==> src/rtl/pwm_capture.sv <==
// PWM input-capture peripheral: measures period, high time and duty cycle of
// pwm_i and exposes the results on the shared acc_en/wr_en register bus.
module pwm_capture #(
  parameter int CNT_W  = 16,
  parameter int DUTY_W = 10
) (
  input  logic        clk_i,
  input  logic        rst_i,
  input  logic        acc_en_i,
  input  logic        wr_en_i,
  input  logic [2:0]  addr_i,
  input  logic [15:0] wdata_i,
  output logic [15:0] rdata_o,
  input  logic        pwm_i,
  output logic        irq_o
);

  localparam logic [1:0] S_IDLE      = 2'd0;
  localparam logic [1:0] S_WAIT_RISE = 2'd1;
  localparam logic [1:0] S_MEAS_HIGH = 2'd2;
  localparam logic [1:0] S_MEAS_LOW  = 2'd3;

  localparam logic [2:0] A_CTRL   = 3'd0;
  localparam logic [2:0] A_PRESC  = 3'd1;
  localparam logic [2:0] A_PERIOD = 3'd2;
  localparam logic [2:0] A_HIGH   = 3'd3;
  localparam logic [2:0] A_DUTY   = 3'd4;
  localparam logic [2:0] A_STATUS = 3'd5;

  localparam int                DC_W      = $clog2(DUTY_W + 2);
  localparam logic [CNT_W-1:0]  CNT_MAX   = '1;
  localparam logic [DUTY_W-1:0] DUTY_MAX  = '1;
  localparam logic [DC_W-1:0]   DIV_STEPS = DC_W'(DUTY_W + 1);

  // control / result registers
  logic              ctrl_en, ctrl_inv, ctrl_irq_en;
  logic [15:0]       presc;
  logic [CNT_W-1:0]  period, high;
  logic [DUTY_W-1:0] duty;
  logic              valid, ovf;

  // input conditioning
  logic sync_q1, sync_q2, lvl_q;
  logic lvl, rise, fall;

  // measurement
  logic [1:0]       state;
  logic [15:0]      psc_cnt;
  logic             tick;
  logic [CNT_W-1:0] cnt_p, cnt_h, cnt_p_inc, cnt_h_inc;
  logic             run, meas, ovf_hit, done;

  // divider
  logic              busy, div_zero, q_bit;
  logic [DC_W-1:0]   div_cnt;
  logic [CNT_W:0]    div_rem;
  logic [CNT_W-1:0]  div_den, rem_sub;
  logic [DUTY_W-1:0] div_q;
  logic [DUTY_W:0]   q_next;

  // bus decode
  logic        wr, rd, clr, status_rd;
  logic [15:0] rd_mux;

  assign wr        = acc_en_i & wr_en_i;
  assign rd        = acc_en_i & ~wr_en_i;
  assign clr       = wr && (addr_i == A_CTRL) && wdata_i[2];
  assign status_rd = rd && (addr_i == A_STATUS);
  assign irq_o     = valid & ctrl_irq_en;

  // Two-stage synchroniser, polarity select, then an edge register.
  assign lvl  = sync_q2 ^ ctrl_inv;
  assign rise = lvl & ~lvl_q;
  assign fall = ~lvl & lvl_q;

  always_ff @(posedge clk_i) begin
    // NOTE: sequential state uses non-blocking assignments so all flops update together.
    if (rst_i) begin
      sync_q1 <= 1'b0;
      sync_q2 <= 1'b0;
      lvl_q   <= 1'b0;
    end else begin
      sync_q1 <= pwm_i;
      sync_q2 <= sync_q1;
      lvl_q   <= lvl;
    end
  end

  // >= keeps the tick alive if PRESC is lowered below the running count.
  assign tick = (psc_cnt >= presc);

  always_ff @(posedge clk_i) begin
    if (rst_i)              psc_cnt <= '0;
    else if (rise || tick)  psc_cnt <= '0;
    else                    psc_cnt <= psc_cnt + 16'd1;
  end

  always_ff @(posedge clk_i) begin
    if (rst_i) begin
      ctrl_en     <= 1'b0;
      ctrl_inv    <= 1'b0;
      ctrl_irq_en <= 1'b0;
      presc       <= '0;
    end else if (wr) begin
      if (addr_i == A_CTRL) begin
        ctrl_en     <= wdata_i[0];
        ctrl_inv    <= wdata_i[1];
        ctrl_irq_en <= wdata_i[3];
      end
      if (addr_i == A_PRESC) presc <= wdata_i;
    end
  end

  // The tick is folded into the count before the edge is acted on.
  assign cnt_p_inc = cnt_p + {{(CNT_W-1){1'b0}}, tick};
  assign cnt_h_inc = cnt_h + {{(CNT_W-1){1'b0}}, tick};
  assign run       = ctrl_en & ~clr;
  assign meas      = (state == S_MEAS_HIGH) || (state == S_MEAS_LOW);
  assign ovf_hit   = run && meas && tick && (cnt_p == CNT_MAX);
  assign done      = run && (state == S_MEAS_LOW) && rise && !ovf_hit;

  always_ff @(posedge clk_i) begin
    if (rst_i) begin
      state <= S_IDLE;
      cnt_p <= '0;
      cnt_h <= '0;
    end else if (!ctrl_en) begin
      state <= S_IDLE;
    end else if (clr) begin
      state <= S_WAIT_RISE;
    end else begin
      case (state)
        S_IDLE: state <= S_WAIT_RISE;
        S_WAIT_RISE: if (rise) begin
          cnt_p <= '0;
          cnt_h <= '0;
          state <= S_MEAS_HIGH;
        end
        S_MEAS_HIGH: if (ovf_hit) begin
          state <= S_WAIT_RISE;
        end else begin
          cnt_p <= cnt_p_inc;
          cnt_h <= cnt_h_inc;
          if (fall) state <= S_MEAS_LOW;
        end
        default: if (ovf_hit) begin
          state <= S_WAIT_RISE;
        end else if (rise) begin
          cnt_p <= '0;
          cnt_h <= '0;
          state <= S_MEAS_HIGH;
        end else begin
          cnt_p <= cnt_p_inc;
        end
      endcase
    end
  end

  always_ff @(posedge clk_i) begin
    if (rst_i) begin
      period <= '0;
      high   <= '0;
      valid  <= 1'b0;
      ovf    <= 1'b0;
    end else begin
      if (done) begin
        period <= cnt_p_inc;
        high   <= cnt_h;
      end
      if (clr) begin
        valid <= 1'b0;
        ovf   <= 1'b0;
      end else begin
        if (done)           valid <= 1'b1;
        else if (status_rd) valid <= 1'b0;
        if (ovf_hit)        ovf   <= 1'b1;
      end
    end
  end

  // Restoring divider; the first of DUTY_W+1 quotient bits is the 100% bit.
  assign q_bit   = (div_rem >= {1'b0, div_den});
  assign rem_sub = q_bit ? CNT_W'(div_rem - {1'b0, div_den}) : div_rem[CNT_W-1:0];
  assign q_next  = {div_q, q_bit};

  always_ff @(posedge clk_i) begin
    if (rst_i) begin
      busy     <= 1'b0;
      div_cnt  <= '0;
      div_rem  <= '0;
      div_den  <= '0;
      div_q    <= '0;
      div_zero <= 1'b0;
      duty     <= '0;
    end else if (!ctrl_en) begin
      busy <= 1'b0;
    end else if (done) begin
      busy     <= 1'b1;
      div_cnt  <= DIV_STEPS;
      div_rem  <= {1'b0, cnt_h};
      div_den  <= cnt_p_inc;
      div_zero <= (cnt_p_inc == '0);
      div_q    <= '0;
    end else if (busy) begin
      div_q   <= q_next[DUTY_W-1:0];
      div_rem <= {rem_sub, 1'b0};
      div_cnt <= div_cnt - 1'b1;
      if (div_cnt == DC_W'(1)) begin
        busy <= 1'b0;
        duty <= div_zero ? '0 : (q_next[DUTY_W] ? DUTY_MAX : q_next[DUTY_W-1:0]);
      end
    end
  end

  always_comb begin
    // NOTE: assign a default first so no path leaves rd_mux unassigned (no latch).
    rd_mux = '0;
    case (addr_i)
      A_CTRL:   rd_mux = {12'd0, ctrl_irq_en, 1'b0, ctrl_inv, ctrl_en};
      A_PRESC:  rd_mux = presc;
      A_PERIOD: rd_mux = 16'(period);
      A_HIGH:   rd_mux = 16'(high);
      A_DUTY:   rd_mux = 16'(duty);
      A_STATUS: rd_mux = {12'd0, sync_q2, busy, ovf, valid};
      default:  rd_mux = '0;
    endcase
  end

  always_ff @(posedge clk_i) begin
    if (rst_i)   rdata_o <= '0;
    else if (rd) rdata_o <= rd_mux;
  end

endmodule

==> config.mk <==
export PLATFORM = sky130hd
export DESIGN_NAME = pwm_capture
export DESIGN_NICKNAME = d
export VERILOG_FILES = /design/src/rtl/pwm_capture.sv
export SDC_FILE = /design/constraint.sdc
export NUM_CORES = 1
export LEC_CHECK = 0
export BUFFER_PORTS_ARGS = -buffer_cell sky130_fd_sc_hd__buf_2
export CAP_MARGIN = 5
export CORE_MARGIN = 2
export CORE_UTILIZATION = 45
export DETAILED_ROUTE_END_ITERATION = 12
export HOLD_SLACK_MARGIN = 0.08
export PLACE_DENSITY_LB_ADDON = 0.1
export SLEW_MARGIN = 20
export SYNTH_ARGS = -nofsm -noshare
export SYNTH_HDL_FRONTEND = slang
export SYNTH_SLANG_ARGS = --single-unit
==> constraint.sdc <==
create_clock -name clk_i -period 3.78 [get_ports clk_i]
set_clock_uncertainty 0.15 [all_clocks]
set_input_delay 0 -clock clk_i [delete_from_list [all_inputs] [get_ports clk_i]]
set_output_delay 0 -clock clk_i [all_outputs]
set_load 0.01 [all_outputs]
Yosys cells after proc, flatten, opt, wreduce, memory -nomap -nowiden
Index checks and enable logic that the tools add are counted.
Word-level totals
  bits in registers: 181
  input bits: 24
  output and inout bits: 17
  logic and storage cells: 118
Operators by class
  add/subtract/negate cells: 5
  magnitude comparators: 2
  equal/unequal tests: 15
  muxes and demuxes: 30
  bitwise operators: 14
  reductions and logical operators: 28
Operator list (count)
  2-to-1 mux 16 bit: 8
  one-hot mux 16 bit (3 select lines): 2
  one-hot mux 16 bit (6 select lines): 1
  2-to-1 mux 10 bit: 4
  2-to-1 mux 17 bit: 2
  adder 16 x 1 -> 16 bit: 2
  greater-or-equal comparator 17 x 16 -> 1 bit: 1
  adder 16 x 1 -> 16 bit, second input constant: 1
  equality test 16 bit, second input constant: 1
  greater-or-equal comparator 16 bit: 1
  zero test 16 bit: 1
  subtractor 16 bit: 1
  logical AND 1 bit: 9
  2-to-1 mux 2 bit: 4
  2-to-1 mux 4 bit: 2
  AND reduction 2 bit: 4
  NOT 1 bit: 7
  bitwise AND 1 bit: 6
  equality test 3 x 2 -> 1 bit, second input constant: 2
  equality test 3 bit, second input constant: 2
  2-to-1 mux 1 bit: 6
  one-hot mux 2 bit (3 select lines): 1
  AND reduction 6 bit: 1
  OR reduction 2 bit: 3
  other kinds (18): 22

Depth between registers and ports, before layout
  depth after elaboration: 12
  gate-level depth with buffers: 17
  depth with buffers taken out: 17

Worst setup path before layout
No wires, ideal clock.
  path type: register to register
  start: register presc[15]
  end: register div_zero
  arrival time: 3.184 ns
  required time: 3.560 ns
  setup slack: 0.375 ns
  cell stages (with the launch flop): 18
  buffers on the path: 0
  cells stage by stage: dfxtp_1 > inv_1 > ha_1 > nand4_1 > nor3_1 > o21ai_0 > a21oi_1 > or2_2 > ha_1 > ha_1 > inv_1 > nor2_1 > nand3_1 > xor2_1 > nand4_1 > nor4b_1 > nand3_1 > a21oi_1
Between the ends
  cells in the longest elaborated chain, start to end: 6
  elaborated cells on any way between the ends: 8
  those cells by class: add/sub (1); order compare (1); reduce/logical (6)
Ends and longest elaborated chain
  start, declared: RTL line 37  | logic [15:0] presc;
  start signal, assigned: RTL line 110  | if (addr_i == A_PRESC) presc <= wdata_i;
  greater-or-equal comparator 16 bit (*): RTL line 90  | assign tick = (psc_cnt >= presc);
  parallel branches: the longest is 5 deep, another holds adder 16 x 1 -> 16 bit
  end signal, assigned: RTL line 202  | div_zero <= (cnt_p_inc == '0);
  end, declared: RTL line 54  | logic busy, div_zero, q_bit;
Every way passes the cells marked *.
A chain may end at the register's enable or synchronous reset.

Final worst setup path
  start: input port addr_i[2]
  end: register duty[7]
Between the ends
  cells in the longest elaborated chain, start to end: 12
  elaborated cells on any way between the ends: 14
  those cells by class: bitwise (3); reduce/logical (11)
Ends and longest elaborated chain
  start, declared: RTL line 11  | input logic [2:0] addr_i,
  zero test 3 bit (*): RTL line 67  | assign clr = wr && (addr_i == A_CTRL) && wdata_i[2];
  logical AND 1 bit (*) (2 in a row): RTL line 67
  NOT 1 bit (no line) (*)
  bitwise AND 1 bit (*): RTL line 117  | assign run = ctrl_en & ~clr;
  logical AND 1 bit (3 in a row): RTL line 119  | assign ovf_hit = run && meas && tick && (cnt_p == CNT_MAX);
  zero test 1 bit: RTL line 120  | assign done = run && (state == S_MEAS_LOW) && rise && !ovf_hit;
  logical AND 1 bit (*): RTL line 120
  NOT 1 bit (no line) (*)
  AND reduction 4 bit (no line) (*)
  end signal, assigned: RTL line 210  | duty <= div_zero ? '0 : (q_next[DUTY_W] ? DUTY_MAX : q_next[DUTY_W-1:0]);
  end, declared: RTL line 39  | logic [DUTY_W-1:0] duty;
Every way passes the cells marked *; elsewhere a longest branch is shown, timed or not.

==> flow_summary.ini <==
[detailed_routing]
firstDrtPassIters = 5
drc = 0
drt-initial-drc-count = 541
via_per_inst = 5.56
routed-via-count = 8303
wl_per_cell_um = 17.5
drt_wl_total_mm = 26.2
ant_nets = 0

[power]
powerDensity_mw_per_mm2 = 367
power_w = 0.00394
p_leak_nw = 3.92
peakVddDrop_v = 0.000353

[place]
port_buffers = 40
dp_hpwl_mm = 18.8
placed_cell_area_mm2 = 0.00982
gp_congestion = 0.867

[global_routing]
grt_pass1_vias = 7679
grt_usage_pct = 24.2
grt_overflow = 0
antenna_found_initial = 0
grt_max_degree = 66
grt_first_pass_wirelength_mm = 42.0

[setup_path]
crit_family = buffers and inverters
worst-path-max-fanout = 14
crit_path_start_kind = primary input
cpMaxStageDelayCell = a211oi_2
crit_cells = 11
cpMostUsedCell = dlygate4sd3_1
path_class = in2reg
crit_path_max_incr_delay_ns = 0.91
worstReg2RegEnd = div_zero
cp_num_buf_inv = 3
required_ns = 3.92
critPathArrivalTime_ns = 3.67
end_kind = register
rrSetupSlack_ns = 0.32
crit_start = addr_i[2]
path_cells = dlygate4sd3_1 > buf_2 > and3b_1 > dlygate4sd3_1 > nand3_2 > and2_4 > and3_4 > o21ai_4 > a211oi_2 > mux2i_1 > nor2_1
ff2ff_path_depth = 15
reg2reg_from = presc[15]
endpoint = duty[7]

[cts]
clk_pin_slew_ns = 0.07
clock_path_buffers = 2
post-cts-setup-buffers = 0
cts-root-buf = clkbuf_16
htreeDepth = 4
cts_buffers = 17
insertion_delay_ns = 0.44
cts_tree = built
cts_num_sinks = 181

[final_layout]
antenna_cells = 0
final_nets = 1279
final_util_pct = 52.9
nFillCells = 1990
drive_above_1_share_pct = 10.1
fin_area_mm2 = 0.0107
syn_to_final_growth_pct = 14.8

[timing]
max_freq_mhz = 283
hold_viol = 0
maxSlewViolCount = 0
finalCriticalPeriod_ns = 3.53
min_period_over_period_pct = 93.3
slew_headroom_pct = 27.3
rsz0062_at_grt = no
tightest_slew_ns = 1.09
finalSetupViolations = 0
tns_ns = 0

[logic_synthesis]
synthArstFlopShare_pct = 0
syn_nets = 1234
synth-main-ff-cell = dfxtp_1
synth_cell_types = 65
seq_area_frac_synth_pct = 38.7
ys_top_cells_by_area = dfxtp_1 39%, a21oi_1 8.2%, nand2_1 6.4%
synthCells = 1165
synth_edf_count = 0
synthesis.area_mm2 = 0.00936
synth.avg_cell_area_um2 = 8.04
yosysTopAreaCell = dfxtp_1
synth.most_common_cell = dfxtp_1
yosys_register_bits = 181
synth_top_area_share_pct = 38.7
yosysWarnings = 0
ys_top_cells_by_count = 181 x dfxtp_1, 160 x nand2_1, 153 x a21oi_1, 109 x nor2_1, 51 x o21ai_0

[worst_hold_path]
hold_path_depth = 4
hp-class = in2reg
hold_start = wdata_i[14]

[floorplanning]
start_util_pct = 46.1
die_area_mm2 = 0.0220
core_area_mm2 = 0.0203
ios = 41
rows = 52
die_w_um = 148
die_y_um = 148

[run_status]
status = complete, no violations

[flow_run]
max-cap-violations = 0
## metrics by stage
stage,hold WS [ns],std cells,setup WS (ns)
finish,0.201,1493,0.252
global placement,0.0709,1432,0.240
CTS,0.183,1493,0.154
floorplan,-0.0218,1165,0.375
global route,0.210,1493,0.0206
detailed placement,0.0788,1432,0.203
## metal layers
layer | share of wire (%) | vias up | GRT usage (%)
met4 | 0.92 | 0 | 4.76
met2 | 46 | 156 | 38.0
li1 | - | 4155 | -
met3 | 3.8 | 16 | 3.77
met5 | 0 | - | 0
met1 | 50 | 3976 | 35.4
## cell usage in the layout, fill, tap and decap left out, types with 19 or more instances in the layout
| cell | netlist | layout |
|---|---|---|
| dlygate4sd3_1 | 0 | 29 |
| nor2_1 | 109 | 109 |
| mux2i_1 | 29 | 28 |
| or3_1 | 19 | 19 |
| nand2_1 | 160 | 160 |
| a21oi_1 | 153 | 153 |
| dfxtp_1 | 181 | 180 |
| o21ai_0 | 51 | 51 |
| xor2_1 | 27 | 27 |
| ha_1 | 44 | 42 |
| inv_1 | 50 | 50 |
| buf_2 | 15 | 39 |
| o21a_1 | 24 | 24 |
| nand3_1 | 29 | 29 |
| buf_4 | 3 | 26 |
## worst reg2reg max path, delay by kind of cell (launching register included)
kind                       cells  cell delay (ns)
buffers and inverters          2             0.11
adders and majority gates      3             0.77
AOI/OAI and AO/OA              2             0.67
xor gates and xnor gates       1             0.22
DFF                            1             0.35
and+or+nand+nor                7             1.14
## state kept, by name, indices dropped and copies added (netlist names), 2 cells and up
signal and count:
duty 10, presc 16, cnt_p 16, state 2, cnt_h 16, div_q 10
div_den 16, period 16, div_cnt 4, high 16, div_rem 17, rdata_o 16
psc_cnt 16
## area by class of cell
type / instances / area (µm²) / share of cell area (%)
clock buffers: 20 / 457 / 4.25
clock inverters: 12 / 146 / 1.36
inverters: 50 / 188 / 1.75
multi-input cells: 864 / 5270 / 49.1
flip-flops and latches: 181 / 3620 / 33.7
well taps: 270 / 338 / 3.14
repair buffers: 96 / 721 / 6.71
## power breakdown
part | internal [W] | switching, W
combinational | 0.0000716 | 0.000115
clock | 0.00102 | 0.000804
sequential | 0.00192 | 0.00000835
total | 0.00301 | 0.000927
## worst min-delay path by stage
| stage | endpoint | slack, ns |
|---|---|---|
| 2_1_floorplan | sync_q1 | -0.02 |
| 3_3_place_gp | sync_q1 | 0.07 |
| 3_5_place_dp | sync_q1 | 0.08 |
| 4_1_cts | presc[5] | 0.18 |
| 5_1_grt | presc[14] | 0.21 |
| 6_report | presc[14] | 0.20 |
## logic make-up (layout without fill, tap and decap cells)
group / count (synthesis) / in the layout / synth area share (%)
adder cells (fa/ha/maj): 45 / 45 / 6.09
AO/OA/AOI/OAI: 323 / 323 / 21.1
multiplexers: 34 / 34 / 3.82
flip-flops: 181 / 181 / 38.7
AND/OR/NAND/NOR: 417 / 417 / 20.6
XOR/XNOR: 45 / 45 / 4.21
buffers and inverters: 120 / 178 / 5.45
## timing repair
| item | CTS | global route |
|---|---|---|
| setup endpoints to repair | 0 | 5 |
| hold buffers | 29 | 0 |
| resized for setup | 0 | 8 |
| endpoints found under the hold margin | 77 | 0 |
No activity file was read; power rests on OpenSTA's default activity.
